### config.mk
export PLATFORM = sky130hd
export DESIGN_NAME = pi_spi_sample_tx
export DESIGN_NICKNAME = d
export VERILOG_FILES = /design/src/rtl/audio_pkg.sv /design/src/rtl/sample_fifo.sv /design/src/rtl/pi_spi_sample_tx.sv
export SDC_FILE = /design/constraint.sdc
export NUM_CORES = 1
export LEC_CHECK = 0
export ABC_AREA = 1
export CAP_MARGIN = 5
export CORE_MARGIN = 2
export CORE_UTILIZATION = 63
export CTS_CLUSTER_SIZE = 14
export DETAILED_ROUTE_END_ITERATION = 10
export DONT_BUFFER_PORTS = 1
export PLACE_DENSITY = 0.79
export SETUP_SLACK_MARGIN = 0.05
export SLEW_MARGIN = 20
export SYNTH_ARGS = -nofsm -noshare
export SYNTH_HDL_FRONTEND = slang
export SYNTH_SLANG_ARGS = --single-unit
### constraint.sdc
create_clock -name clk -period 3.2 [get_ports clk]
set_clock_uncertainty 0.1 [all_clocks]
set_input_delay 0.64 -clock clk [delete_from_list [all_inputs] [get_ports clk]]
set_output_delay 0.64 -clock clk [all_outputs]
set_load 0.1 [all_outputs]
### src/rtl/audio_pkg.sv
// Shared types for the Pi SPI sample link: sample format, SPI frame layout and TX FSM states.
package audio_pkg;

  localparam int FRAME_BITS = 16;
  localparam int SEQ_BITS   = 3;
  localparam int BIT_CNT_W  = $clog2(FRAME_BITS);

  typedef logic [10:0] sm_voltage_t;

  localparam int ENTRY_BITS = SEQ_BITS + $bits(sm_voltage_t);

  typedef struct packed {
    logic                valid;
    logic                ovf;
    logic [SEQ_BITS-1:0] seq;
    sm_voltage_t         sample;
  } spi_frame_t;

  typedef enum logic [1:0] {IDLE, LOAD, SHIFT, DONE} tx_state_t;

  // An invalid frame is all zeros so the Pi can tell "no sample" from any real one.
  function automatic spi_frame_t make_frame(input logic valid, input logic ovf,
                                            input logic [ENTRY_BITS-1:0] entry);
    spi_frame_t f;
    f = '0;
    if (valid) begin
      f.valid  = 1'b1;
      f.ovf    = ovf;
      f.seq    = entry[ENTRY_BITS-1 -: SEQ_BITS];
      f.sample = entry[$bits(sm_voltage_t)-1:0];
    end
    return f;
  endfunction

endpackage

### src/rtl/sample_fifo.sv
// Synchronous FIFO for captured samples; a push into a full FIFO succeeds only when a pop
// happens in the same cycle (the read always sees pre-push contents).
module sample_fifo #(
  parameter int WIDTH = 14,
  parameter int DEPTH = 8
) (
  input  logic                     clk,
  input  logic                     reset,
  input  logic                     push,
  input  logic                     pop,
  input  logic [WIDTH-1:0]         wr_data,
  output logic [WIDTH-1:0]         rd_data,
  output logic                     full,
  output logic                     empty,
  output logic [$clog2(DEPTH):0]   level
);

  localparam int PTR_W = $clog2(DEPTH);
  localparam int LVL_W = PTR_W + 1;

  logic [WIDTH-1:0] mem [DEPTH];
  logic [PTR_W-1:0] wr_ptr;
  logic [PTR_W-1:0] rd_ptr;
  logic             do_push;
  logic             do_pop;

  assign empty   = (level == '0);
  assign full    = (level == LVL_W'(DEPTH));
  assign do_pop  = pop & ~empty;
  assign do_push = push & (~full | do_pop);
  assign rd_data = mem[rd_ptr];

  always_ff @(posedge clk) begin
    if (do_push) mem[wr_ptr] <= wr_data;
  end

  always_ff @(posedge clk or posedge reset) begin
    if (reset) begin
      wr_ptr <= '0;
      rd_ptr <= '0;
      level  <= '0;
    end else begin
      if (do_push) wr_ptr <= wr_ptr + PTR_W'(1);
      if (do_pop)  rd_ptr <= rd_ptr + PTR_W'(1);
      if (do_push && !do_pop)      level <= level + LVL_W'(1);
      else if (do_pop && !do_push) level <= level - LVL_W'(1);
    end
  end

endmodule

### src/rtl/pi_spi_sample_tx.sv
// SPI-slave (mode 0) transmitter streaming captured audio samples to the Raspberry Pi.
// Optional SPI_TX_RAMP_EN adds ramp_sel, substituting an internal ramp for link bring-up.
module pi_spi_sample_tx
  import audio_pkg::*;
#(
  parameter int         FIFO_DEPTH    = 8,
  parameter logic [9:0] CAPTURE_COUNT = 10'h5
) (
  input  logic                          clk,
  input  logic                          reset,
  input  logic [9:0]                    counter,
  input  sm_voltage_t                   send_voltage,
  input  logic                          sck,
  input  logic                          cs_n,
`ifdef SPI_TX_RAMP_EN
  input  logic                          ramp_sel,
`endif
  output logic                          miso,
  output logic [$clog2(FIFO_DEPTH):0]   fifo_level,
  output logic                          overflow
);

  tx_state_t              state, state_nxt;
  logic                   sck_s1, sck_s2, sck_d;
  logic                   cs_s1, cs_s2, cs_d;
  logic                   sck_rise, sck_fall, cs_rise, cs_fall;
  logic                   fifo_pop, frame_load, shift_en, cnt_dec, abort;
  logic                   fifo_full, fifo_empty, popped, capture, drop;
  logic [ENTRY_BITS-1:0]  fifo_rd;
  logic [SEQ_BITS-1:0]    seq;
  sm_voltage_t            cap_sample;
  spi_frame_t             frame_next;
  logic [FRAME_BITS-1:0]  shreg;
  logic [BIT_CNT_W-1:0]   bit_cnt;

  always_ff @(posedge clk or posedge reset) begin
    if (reset) begin
      sck_s1 <= 1'b0; sck_s2 <= 1'b0; sck_d <= 1'b0;
      cs_s1  <= 1'b1; cs_s2  <= 1'b1; cs_d  <= 1'b1;
    end else begin
      sck_s1 <= sck;  sck_s2 <= sck_s1; sck_d <= sck_s2;
      cs_s1  <= cs_n; cs_s2  <= cs_s1;  cs_d  <= cs_s2;
    end
  end

  assign sck_rise = sck_s2 & ~sck_d;
  assign sck_fall = ~sck_s2 & sck_d;
  assign cs_rise  = cs_s2 & ~cs_d;
  assign cs_fall  = ~cs_s2 & cs_d;

  always_ff @(posedge clk or posedge reset) begin
    if (reset) state <= IDLE;
    else       state <= state_nxt;
  end

  always_comb begin
    state_nxt  = state;
    fifo_pop   = 1'b0;
    frame_load = 1'b0;
    shift_en   = 1'b0;
    cnt_dec    = 1'b0;
    abort      = 1'b0;
    case (state)
      IDLE: if (cs_fall) state_nxt = LOAD;
      LOAD: begin
        fifo_pop   = 1'b1;
        frame_load = 1'b1;
        if (cs_rise) begin
          abort     = 1'b1;
          state_nxt = IDLE;
        end else begin
          state_nxt = SHIFT;
        end
      end
      SHIFT: begin
        if (cs_rise) begin
          abort     = 1'b1;
          state_nxt = IDLE;
        end else begin
          shift_en = sck_fall;
          if (sck_rise) begin
            cnt_dec = 1'b1;
            if (bit_cnt == '0) state_nxt = DONE;
          end
        end
      end
      DONE: if (cs_rise) state_nxt = IDLE;
      default: state_nxt = IDLE;
    endcase
  end

`ifdef SPI_TX_RAMP_EN
  logic [9:0] ramp_cnt;

  always_ff @(posedge clk or posedge reset) begin
    if (reset)                    ramp_cnt <= '0;
    else if (capture && ramp_sel) ramp_cnt <= ramp_cnt + 10'd1;
  end

  assign cap_sample = ramp_sel ? {1'b0, ramp_cnt} : send_voltage;
`else
  assign cap_sample = send_voltage;
`endif

  assign capture = (counter == CAPTURE_COUNT);
  assign popped  = fifo_pop & ~fifo_empty;
  // full implies non-empty, so a same-cycle pop always makes room
  assign drop    = capture & fifo_full & ~fifo_pop;

  sample_fifo #(
    .WIDTH (ENTRY_BITS),
    .DEPTH (FIFO_DEPTH)
  ) u_fifo (
    .clk     (clk),
    .reset   (reset),
    .push    (capture),
    .pop     (fifo_pop),
    .wr_data ({seq, cap_sample}),
    .rd_data (fifo_rd),
    .full    (fifo_full),
    .empty   (fifo_empty),
    .level   (fifo_level)
  );

  assign frame_next = make_frame(popped, overflow, fifo_rd);

  always_ff @(posedge clk or posedge reset) begin
    if (reset) begin
      seq      <= '0;
      overflow <= 1'b0;
    end else begin
      if (capture) seq <= seq + SEQ_BITS'(1);
      if (drop || abort)  overflow <= 1'b1;
      else if (popped)    overflow <= 1'b0;
    end
  end

  always_ff @(posedge clk or posedge reset) begin
    if (reset) begin
      shreg   <= '0;
      bit_cnt <= '0;
      miso    <= 1'b0;
    end else begin
      if (frame_load)    shreg <= frame_next;
      else if (shift_en) shreg <= {shreg[FRAME_BITS-2:0], 1'b0};

      if (frame_load)   bit_cnt <= BIT_CNT_W'(FRAME_BITS - 1);
      else if (cnt_dec) bit_cnt <= bit_cnt - BIT_CNT_W'(1);

      if (state_nxt == IDLE) miso <= 1'b0;
      else if (frame_load)   miso <= frame_next[FRAME_BITS-1];
      else if (shift_en)     miso <= shreg[FRAME_BITS-2];
    end
  end

endmodule

==> qor.yml <==
maxClockFrequency_mhz: 350
synth_top_family_by_area: "simple AND/OR/NAND/NOR gates"
sw_frac_of_total: 0.367
synth-compound-area-share: 0.0169
synth_xor_xnor_area_share: 0.00892
synthAdderAreaFrac: 0.0229
fp-row-count: 38
timing.critical_path.cells: "inv_1 > ha_1 > inv_2 > nand4_2 > inv_2 > nor2_2 > ha_1 > inv_1 > ha_1 > a21oi_1 > nand2_1 > a21oi_1 > o21ai_0 > nand2_1 > nand2_1"
gp_routability_congestion: 0.794
areaGrowthSynthToFinish_pct: 12.0
synth_cell_types: 27
clock_latency_ns: 0.53
post_synth_and_or_nand_nor_area_fraction: 0.225
synth_area_um2: 6870
detail_route.drc_violations: 0
worst_hold_slack_ns: -0.0346
clk_pin_slew_ns: 0.06
slew_violations: 0
worst-r2r-setup-slack_ns: 0.35
preCtsSetupSlack_ns: 0.480
p_seq_frac: 0.360
coreArea_um2: 10700
grt_max_degree: 58
floorplan.die_area_um2: 11800
seq_area_frac_synth: 0.643
power_leakage_uw: 0.00353
globalRouteTotalUtil: 0.266
postLayoutSetupSlackWorst_ns: 0.345
finalNetCount: 754
cts.root.buffer_cell: "clkbuf_8"
crit-reg2reg-capture: "u_fifo.level[3]"
cts.repair.resized: 0
synth_area_per_cell_um2: 9.78
result_of_the_run: "finished, violations left"
placement.io_buffers: 0
synth_largest_type_area_fraction: 0.489
max_stage_delay_cell_worst_path: "dfrtp_1"
synth_nets: 740
ys.warnings.count: 0
crit_type: "flip-flop to flip-flop"
routed_via_count: 4830
grt_setup_unrepaired: "false"
post-route-min-period_ns: 2.85
h-tree-depth: 4
timing.critical_path.from_type: "flip-flop"
grt_total_ovfl: 0
synthCells: 703
post_synth_main_area_contributors: "edfxtp_1 (49%), dfrtp_1 (14%), nand2_1 (13%)"
dpl_cell_area_um2: 7040
min_path_type: "input port to async pin"
postSynthRegisterBits: 154
timing.critical_path.arrival_ns: 3.17
antenna_violations_before_repair: 0
yosysTopAreaCell: "edfxtp_1"
fin_util: 0.717
path_buf_inv: 4
timing.max_slew.rel_slack: 0.310
total_power_uw: 6890
cts-root-to-sink-buffers: 2
cts_inserted_buffers: 17
finalCritPeriodShare: 0.892
ios: 31
synth.mux.area_fraction: 0.00164
total_power_per_unit_cell_area_nw_per_um2: 894
worstPathRequired_ns: 3.52
cpLargestDelayFamily: "adder cells"
cap_viol_max_count: 0
hold_bufs_at_cts: 1
post-cts-setup-buffers: 0
clock_tree_from_tritoncts: "built"
start_util: 0.640
postRouteWirelength_um: 14700
p_sw_uw: 2530
worstSetupEndpointType: "flip-flop"
drt_pre_antenna_iters: 6
width_of_the_chip_um: 108
antenna-diode-count: 0
ratio_of_cells_with_drive_above_1_in_the_final_layout: 0.0890
dpl.hpwl_um: 8540
failed_checks: "negative hold slack"
chipHeight_um: 108
finish_stage_setup_viols: 0
postRouteAntennaNets: 0
grt_first_pass_wirelength_um: 23000
internal_power_uw: 4360
worstReg2RegStart: "state[1]"
setup-tns-final_ns: 0
post_drt_wl_per_cell_um: 16.9
power.share.clock: 0.315
finalHoldViolCount: 25
first_global_vias: 4758
worst-slew-pin-transition_ns: 1.03
worst-r2r-cell-count: 15
cts.sinks: 154
vdd.ir_drop.worst_uv: 577
critPathMaxStageDelay_ns: 0.42
finalInstanceArea_um2: 7700
critical_path_peak_fanout: 6
power.share.combinational: 0.325
dr.first_iter.drc_count: 438
vias_cell: 5.55
num-fill-cells: 726
-- state kept, by name, indices dropped and copies added (netlist names) --
name / count
sck_d: 1
state: 2
overflow: 1
cs_d: 1
u_fifo.level: 4
u_fifo.mem: 112
u_fifo.wr_ptr: 3
seq: 3
miso: 1
cs_s1: 1
shreg: 15
cs_s2: 1
u_fifo.rd_ptr: 3
sck_s1: 1
bit_cnt: 4
sck_s2: 1
-- cells in the mapped netlist, drive strengths merged --
cell type    n
fa           1
xnor2        4
nand2      243
dfstp        3
edfxtp     112
clkbuf       6
dfrtp       39
ha          11
o21ai       12
nand4        5
xor2         3
inv        113
nand3       96
a31oi        1
o211ai       4
mux2         1
nor2        27
buf         18
a21oi        4
-- per-layer routing --
layer / GRT usage / wire (um) / up-vias
met5: 0 / 0 / -
li1: - / - / 2279
met3: 0.0699 / 1020 / 30
met1: 0.335 / 5910 / 2345
met4: 0.114 / 253 / 0
met2: 0.437 / 7550 / 176
-- cells by family (layout without fill, tap and decap cells) --
kind of cell             count (synthesis)  in the layout
XOR/XNOR                                 7              7
flip-flops                             154            154
AND/OR/NAND/NOR                        371            371
buffers and inverters                  137            164
multiplexers                             1              1
adder cells (fa/ha/maj)                 12             12
AO/OA/AOI/OAI                           21             21
-- power by group through the flow --
stage	Clock, uW	Sequential, uW	Combinational (uW)
6_report	2170	2480	2240
5_1_grt	2270	2490	2460
4_1_cts	2180	2470	2210
3_5_place_dp	0	2510	2170
3_3_place_gp	0	2500	2070
2_1_floorplan	0	2690	1520
-- metrics by stage --
stage	instances	hold slack (ns)
global placement	837	0.236
finish	870	-0.0346
floorplan	703	0.231
global route	870	0.00363
detailed placement	837	0.239
CTS	870	0.00908
-- layout by cell type (no fill, tap or decap) --
cell	Yosys	routed
nand2_1	240	240
edfxtp_1	112	112
inv_1	108	107
nand3_1	96	96
dfrtp_1	39	39
nor2_1	25	25
buf_4	5	18
clkbuf_16	0	16
o21ai_0	11	11
ha_1	11	11
inv_2	5	6
bufinv_16	0	5
xnor2_1	4	4
a21oi_1	4	4
nand4_1	4	4
o211ai_1	4	4
clkbuf_8	0	4
nand2_2	3	3
xor2_1	3	3
clkinv_2	0	3
dfstp_2	3	3
nor2_2	2	2
o21ai_1	1	1
a31oi_1	1	1
nand4_2	1	1
mux2_2	1	1
fa_1	1	1
clkinv_4	0	1
clkinvlp_4	0	1
inv_6	0	1
clkbuf_1	6	1
dlygate4sd3_1	0	1
-- final cells by class --
type,instances,area (um2),area share
well taps,140,175,0.0227
inverters,113,424,0.0551
repair buffers,19,145,0.0188
flip-flops and latches,154,4420,0.574
clock buffers,21,459,0.0596
clock inverters,11,190,0.0247
multi-input cells,412,1890,0.245
-- how the worst max path moves through the flow --
stage | from | end | slack, ns | cells past startpoint
4_1_cts | state[1] | u_fifo.level[3] | 0.41 | 15
3_3_place_gp | counter[9] | u_fifo.level[3] | 0.63 | 12
5_1_grt | state[1] | u_fifo.level[3] | 0.18 | 15
3_5_place_dp | state[1] | u_fifo.level[3] | 0.48 | 15
2_1_floorplan | u_fifo.level[2] | u_fifo.level[3] | 0.40 | 13
6_report | state[1] | u_fifo.level[3] | 0.35 | 15
Note: power is estimated with default switching activity, not from simulation.
